$ cat src/rtl/muldiv_pkg.sv
// Shared RV32M definitions: opcode/funct fields and muldiv FSM encodings.
// Used by muldiv_decode and muldiv_unit.
package muldiv_pkg;

    localparam logic [6:0] OPCODE_ARITH  = 7'b0110011;
    localparam logic [6:0] FUNCT7_MULDIV = 7'b0000001;

    localparam logic [2:0] FUNCT3_MUL    = 3'b000;
    localparam logic [2:0] FUNCT3_MULH   = 3'b001;
    localparam logic [2:0] FUNCT3_MULHSU = 3'b010;
    localparam logic [2:0] FUNCT3_MULHU  = 3'b011;
    localparam logic [2:0] FUNCT3_DIV    = 3'b100;
    localparam logic [2:0] FUNCT3_DIVU   = 3'b101;
    localparam logic [2:0] FUNCT3_REM    = 3'b110;
    localparam logic [2:0] FUNCT3_REMU   = 3'b111;

    typedef enum logic [1:0] {
        MD_IDLE = 2'd0,
        MD_CALC = 2'd1,
        MD_FIX  = 2'd2
    } muldiv_state_e;

endpackage

$ cat src/rtl/muldiv_decode.sv
// Combinational RV32M decode: classifies the instruction word and
// reports operand signedness and which half/part of the result is wanted.
module muldiv_decode
    import muldiv_pkg::*;
(
    input  logic [31:0] i_instr,
    output logic        o_is_muldiv,
    output logic        o_is_div,
    output logic        o_is_rem,
    output logic        o_want_high,
    output logic        o_a_signed,
    output logic        o_b_signed
);

    logic [2:0] w_funct3;
    logic       w_unused_fields;

    assign w_funct3        = i_instr[14:12];
    assign w_unused_fields = ^{i_instr[24:15], i_instr[11:7]};

    assign o_is_muldiv = (i_instr[6:0] == OPCODE_ARITH) &&
                         (i_instr[31:25] == FUNCT7_MULDIV);

    always_comb begin
        o_is_div    = 1'b0;
        o_is_rem    = 1'b0;
        o_want_high = 1'b0;
        o_a_signed  = 1'b0;
        o_b_signed  = 1'b0;
        unique case (w_funct3)
            FUNCT3_MUL: begin
                o_a_signed = 1'b1;
                o_b_signed = 1'b1;
            end
            FUNCT3_MULH: begin
                o_want_high = 1'b1;
                o_a_signed  = 1'b1;
                o_b_signed  = 1'b1;
            end
            FUNCT3_MULHSU: begin
                o_want_high = 1'b1;
                o_a_signed  = 1'b1;
            end
            FUNCT3_MULHU: begin
                o_want_high = 1'b1;
            end
            FUNCT3_DIV: begin
                o_is_div   = 1'b1;
                o_a_signed = 1'b1;
                o_b_signed = 1'b1;
            end
            FUNCT3_DIVU: begin
                o_is_div = 1'b1;
            end
            FUNCT3_REM: begin
                o_is_div   = 1'b1;
                o_is_rem   = 1'b1;
                o_a_signed = 1'b1;
                o_b_signed = 1'b1;
            end
            FUNCT3_REMU: begin
                o_is_div = 1'b1;
                o_is_rem = 1'b1;
            end
            default: ;
        endcase
    end

endmodule

$ cat src/rtl/muldiv_unit.sv
// Iterative RV32M multiply/divide unit (shift-add / restoring, 1 bit per cycle).
// Define MULDIV_ZERO_SKIP_EN to bypass CALC for trivially-resolvable operands.
module muldiv_unit
    import muldiv_pkg::*;
#(
    parameter int XLEN = 32
) (
    input  logic            clk,
    input  logic            reset,
    input  logic [31:0]     instruction,
    input  logic            start,
    input  logic            kill,
    input  logic [XLEN-1:0] rs1_data,
    input  logic [XLEN-1:0] rs2_data,
    output logic            is_muldiv,
    output logic            busy,
    output logic            done,
    output logic [XLEN-1:0] result
);

    localparam int CW = $clog2(XLEN) + 1;

    logic w_is_div;
    logic w_is_rem;
    logic w_want_high;
    logic w_a_signed;
    logic w_b_signed;

    muldiv_decode u_decode (
        .i_instr     (instruction),
        .o_is_muldiv (is_muldiv),
        .o_is_div    (w_is_div),
        .o_is_rem    (w_is_rem),
        .o_want_high (w_want_high),
        .o_a_signed  (w_a_signed),
        .o_b_signed  (w_b_signed)
    );

    muldiv_state_e   r_state;
    logic [CW-1:0]   r_count;
    logic [2:0]      r_funct3;
    logic [XLEN-1:0] r_hi;
    logic [XLEN-1:0] r_lo;
    logic [XLEN-1:0] r_b;
    logic            r_a_neg;
    logic            r_b_neg;
    logic            r_special;
    logic [XLEN-1:0] r_special_val;
    logic            r_done;
    logic [XLEN-1:0] r_result;

    logic            w_a_neg;
    logic            w_b_neg;
    logic [XLEN-1:0] w_a_mag;
    logic [XLEN-1:0] w_b_mag;
    logic            w_div_zero;
    logic            w_ovf;
    logic            w_skip;
    logic            w_special;
    logic [XLEN-1:0] w_special_val;
    logic            w_accept;

    assign w_a_neg = w_a_signed & rs1_data[XLEN-1];
    assign w_b_neg = w_b_signed & rs2_data[XLEN-1];
    assign w_a_mag = w_a_neg ? -rs1_data : rs1_data;
    assign w_b_mag = w_b_neg ? -rs2_data : rs2_data;

    assign w_div_zero = w_is_div && (rs2_data == '0);
    assign w_ovf      = w_is_div && w_a_signed &&
                        (rs1_data == {1'b1, {(XLEN-1){1'b0}}}) &&
                        (rs2_data == '1);

`ifdef MULDIV_ZERO_SKIP_EN
    assign w_skip = w_is_div ? (w_a_mag < w_b_mag)
                             : ((rs1_data == '0) || (rs2_data == '0));
`else
    assign w_skip = 1'b0;
`endif

    assign w_special = w_div_zero | w_ovf | w_skip;
    assign w_accept  = start && is_muldiv && !kill;

    // Precomputed answers for ops that never need the iterative core
    always_comb begin
        w_special_val = '0;
        if (w_div_zero) begin
            w_special_val = w_is_rem ? rs1_data : '1;
        end else if (w_ovf) begin
            w_special_val = w_is_rem ? '0 : rs1_data;
        end else if (w_skip) begin
            w_special_val = (w_is_div && w_is_rem) ? rs1_data : '0;
        end
    end

    logic [XLEN:0]   w_mul_sum;
    logic [XLEN:0]   w_div_shift;
    logic [XLEN+1:0] w_div_diff;
    logic            w_div_ok;
    logic            w_unused_diff;
    logic [XLEN-1:0] w_nxt_hi;
    logic [XLEN-1:0] w_nxt_lo;

    assign w_mul_sum     = {1'b0, r_hi} + (r_lo[0] ? {1'b0, r_b} : '0);
    assign w_div_shift   = {r_hi, r_lo[XLEN-1]};
    assign w_div_diff    = {1'b0, w_div_shift} - {2'b00, r_b};
    assign w_div_ok      = ~w_div_diff[XLEN+1];
    assign w_unused_diff = w_div_diff[XLEN];

    always_comb begin
        w_nxt_hi = w_mul_sum[XLEN:1];
        w_nxt_lo = {w_mul_sum[0], r_lo[XLEN-1:1]};
        if (r_funct3[2]) begin
            w_nxt_hi = w_div_ok ? w_div_diff[XLEN-1:0]
                                : w_div_shift[XLEN-1:0];
            w_nxt_lo = {r_lo[XLEN-2:0], w_div_ok};
        end
    end

    logic [2*XLEN-1:0] w_prod_fix;
    logic [XLEN-1:0]   w_q_fix;
    logic [XLEN-1:0]   w_r_fix;
    logic [XLEN-1:0]   w_fix_val;
    logic              w_neg_res;

    assign w_neg_res  = r_a_neg ^ r_b_neg;
    assign w_prod_fix = w_neg_res ? -{r_hi, r_lo} : {r_hi, r_lo};
    assign w_q_fix    = w_neg_res ? -r_lo : r_lo;
    assign w_r_fix    = r_a_neg ? -r_hi : r_hi;

    always_comb begin
        w_fix_val = w_prod_fix[XLEN-1:0];
        if (r_special) begin
            w_fix_val = r_special_val;
        end else if (r_funct3[2]) begin
            w_fix_val = r_funct3[1] ? w_r_fix : w_q_fix;
        end else if (r_funct3[1:0] != 2'b00) begin
            w_fix_val = w_prod_fix[2*XLEN-1:XLEN];
        end
    end

    always_ff @(posedge clk) begin
        if (reset) begin
            r_state       <= MD_IDLE;
            r_count       <= '0;
            r_funct3      <= '0;
            r_hi          <= '0;
            r_lo          <= '0;
            r_b           <= '0;
            r_a_neg       <= 1'b0;
            r_b_neg       <= 1'b0;
            r_special     <= 1'b0;
            r_special_val <= '0;
            r_done        <= 1'b0;
            r_result      <= '0;
        end else begin
            r_done <= 1'b0;
            unique case (r_state)
                MD_IDLE: begin
                    if (w_accept) begin
                        r_funct3      <= instruction[14:12];
                        r_hi          <= '0;
                        r_lo          <= w_a_mag;
                        r_b           <= w_b_mag;
                        r_a_neg       <= w_a_neg;
                        r_b_neg       <= w_b_neg;
                        r_special     <= w_special;
                        r_special_val <= w_special_val;
                        r_count       <= w_special ? '0 : CW'(XLEN);
                        r_state       <= w_special ? MD_FIX : MD_CALC;
                    end
                end
                MD_CALC: begin
                    if (kill) begin
                        r_state <= MD_IDLE;
                    end else begin
                        r_hi    <= w_nxt_hi;
                        r_lo    <= w_nxt_lo;
                        r_count <= r_count - CW'(1);
                        if (r_count == CW'(1)) begin
                            r_state <= MD_FIX;
                        end
                    end
                end
                MD_FIX: begin
                    r_state <= MD_IDLE;
                    if (!kill) begin
                        r_result <= w_fix_val;
                        r_done   <= 1'b1;
                    end
                end
                default: r_state <= MD_IDLE;
            endcase
        end
    end

    assign busy   = (r_state != MD_IDLE);
    assign done   = r_done;
    assign result = r_result;

endmodule

$ cat config.mk
export PLATFORM = sky130hd
export DESIGN_NAME = muldiv_unit
export DESIGN_NICKNAME = d
export VERILOG_FILES = /design/src/rtl/muldiv_pkg.sv /design/src/rtl/muldiv_decode.sv /design/src/rtl/muldiv_unit.sv
export SDC_FILE = /design/constraint.sdc
export NUM_CORES = 1
export LEC_CHECK = 0
export CAP_MARGIN = 20
export CORE_ASPECT_RATIO = 0.6
export CORE_MARGIN = 1.5
export CORE_UTILIZATION = 40
export CTS_BUF_LIST = sky130_fd_sc_hd__clkbuf_4
export DETAILED_ROUTE_END_ITERATION = 8
export PLACE_DENSITY = 0.68
export REMOVE_ABC_BUFFERS = 1
export SLEW_MARGIN = 20
export SYNTH_ARGS = -nofsm -noshare
export SYNTH_HDL_FRONTEND = slang
export SYNTH_SLANG_ARGS = --single-unit
$ cat constraint.sdc
create_clock -name clk -period 3.65 [get_ports clk]
set_clock_uncertainty 0.05 [all_clocks]
set_input_delay 0.365 -clock clk [delete_from_list [all_inputs] [get_ports clk]]
set_output_delay 0.365 -clock clk [all_outputs]
set_load 0.03 [all_outputs]
==> metrics.cfg <==
[timing]
fin_crit_sh_pct = 97.05
slew_viol_final = 0
fin_crit_ns = 3.542
worst_slew_pin_slew_ns = 1.101
rsz0062_at_grt = no
setup_viol = 0
fmax_mhz = 282.3
fin_setup_tns_ns = 0
slew_headroom_pct = 26.53
hold_violations = 0

[yosys]
synth-edff-count = 0
async_flop_share_pct = 0
avgSynthCellArea_um2 = 7.087
synth_most_common_cell = nand2_1
synth-seq-cells = 175
synth-main-ff-cell = dfxtp_1
netlist_area_um2 = 14960
yosys_warnings = 0
synth_top_cell_by_area = dfxtp_1
yosysUniqueCellTypes = 81
synth.yosys.seq_area_share_pct = 23.42
synthTopCellsByArea = dfxtp_1, nand2_1, a21oi_1, xnor2_1, ha_1
yosys.area.top_type_share_pct = 23.42
netlist_top_cells_count = nand2_1, a21oi_1, dfxtp_1, nor2_1, o21ai_0
synth_cells = 2111

[power_and_ir_drop]
peakVddDrop_uv = 207.7
p_leak_nw = 7.041
power.total_w = 0.003546
power_density_nw_per_um2 = 198.1

[final_layout]
diodes = 0
drive_gt1_share_pct = 10.42
regArea_um2 = 3506
fin_util_pct = 48.88
multiInputGateArea_um2 = 10710
num-nets-final = 2435
n_fill_cell = 3717
syn2layout_area_growth_pct = 19.65

[floorplan]
rows = 54
start_util_pct = 40.85
fp.dieArea_um2 = 38610
fp.coreArea_um2 = 36620
die_y_um = 152.8
dieWidth_um = 252.7
ios = 135

[global_route]
grt_pass1_vias = 15419
antenna_found_initial = 0
gr-total-overflow = 0
track_usage_pct = 29.16
grt_max_degree = 88
grt_pass1_wl_um = 88000

[clocking]
htreeDepth = 4
clock-sinks = 175
numCtsBuffers = 17
clock_latency_ns = 0.67
clockBufferDepth = 2
cts_hold_buf = 0
tritoncts = done
cts.clk_slew.worst_paths_ns = 0.17
cts_root_buf = clkbuf_4

[setup_path]
worstReg2RegEnd = result[22]
crit-reg2reg-launch = r_lo[13]
setup.worst_path.class = register to register
worst-r2r-cell-count = 10
cp_max_fo = 6
required_ns = 4.17
rrSetupSlack_ns = 0.11
arrival_ns = 4.06
cp-start-kind = register
cp-end-kind = register

[detailed_routing]
dr.pass1.iters = 6
wire_per_inst_um = 20.60
route.vias.total = 16720
drtAntennaViolNets = 0
drt-initial-drc-count = 1905
drt-total-wl_um = 57240
drc_errors = 0
via_per_inst = 6.017

[placed_design]
gp_congestion = 1.024
port_buffers = 119
dpl.hpwl_um = 44920

[job]
maxCapViolations = 0

[min_path]
hp-class = input port to register
hold_depth = 2
holdPathEnd = result[22]
min-delay-start = reset

[run_status]
status = completed

-- area by class of cell --
type	count	area share, %
multi-input cells	1716	59.81
flip-flops and latches	175	19.59
inverters	71	1.489
repair buffers	281	13.85
well taps	504	3.523
clock inverters	15	1.021
clock buffers	17	0.7130
-- cells in the final DEF (no fill, tap or decap), drive strengths merged, types with 12 or more instances in the layout --
cell type / netlist / routed
o21ai: 169 / 169
nor4: 26 / 26
dfxtp: 175 / 175
a21oi: 220 / 220
nor2: 174 / 174
a31oi: 20 / 20
o31ai: 29 / 29
nand2b: 25 / 25
a211oi: 29 / 29
clkbuf: 136 / 17
inv: 71 / 75
xor2: 86 / 86
or3: 26 / 26
and2: 12 / 12
nand3: 23 / 23
xnor2: 110 / 110
o41ai: 12 / 12
mux2i: 35 / 35
clkdlybuf4s50: 0 / 118
o211ai: 40 / 40
ha: 71 / 71
nand2: 319 / 319
buf: 13 / 163
and3: 16 / 16
o221ai: 14 / 14
nand4: 21 / 21
nor3: 55 / 55
a21o: 30 / 30
-- where the power goes --
part | internal [W] | switching (W) | total [W]
Combinational | 0.000153 | 0.000180 | 0.000333
Clock | 0.000484 | 0.000818 | 0.00130
Sequential | 0.00191 | 0.0000000199 | 0.00191
-- worst max-delay path, stage by stage (launching register included) --
cell	delay, ns
dfxtp_1	0.41
or4_4	0.54
or4b_4	0.53
or4_1	0.59
nor2_4	0.21
buf_4	0.15
or4b_1	0.46
a21oi_1	0.16
o21ai_0	0.17
o21ai_0	0.12
nor2_1	0.05
-- registers in the layout, summed over array words and instances (netlist names) --
register       flops
done               1
r_a_neg            1
r_b               32
r_b_neg            1
r_count            6
r_funct3           3
r_hi              32
r_lo              32
r_special          1
r_special_val     32
r_state            2
result            32
-- through the flow --
step	std cells	setup slack, ns	hold WS (ns)	instance area, um^2
after floorplan	1962	-1.464	0.3566	14390
after global routing	2779	0.009087	0.05031	17900
after CTS	2777	0.08707	0.01474	17850
after detailed placement	2745	-0.02751	0.3755	17530
final	2779	0.1076	0.05766	17900
after global placement	2745	0.06782	0.3726	17530
-- worst max path at each step --
stage,startpoint,endpoint,slack [ns],cells past startpoint
floorplan,instruction[3],r_count[3],-1.46,7
global placement,r_lo[13],result[4],0.07,10
detailed placement,r_lo[13],result[4],-0.03,10
CTS,r_lo[13],result[4],0.09,10
global route,r_lo[13],result[22],0.009,10
finish,r_lo[13],result[22],0.11,10
-- cells by family (layout without fill, tap and decap cells) --
kind of cell	after synthesis	in the layout	synth area share, %
buffers and inverters	220	384	5.612
multiplexers	36	36	2.417
AO/OA/AOI/OAI	666	666	27.96
XOR/XNOR	196	196	11.47
adder cells (fa/ha/maj)	73	73	6.206
flip-flops	175	175	23.42
AND/OR/NAND/NOR	745	745	22.92
-- what timing repair did --
item | 4_1_cts | 5_1_grt
cloned | 0 | 0
buffers inserted | 0 | 2
pin swaps | 0 | 3
endpoints found under the setup margin | 1 | 21
resized for setup | 2 | 9
-- metal layers --
metal	part of all wire (%)	vias up	global-route usage (%)
li1	-	7856	-
met1	49	8039	44.54
met2	40	785	40.52
met3	11	40	8.131
met4	0.85	0	4.420
met5	0	-	0
Power figures use the tool's default switching activity.
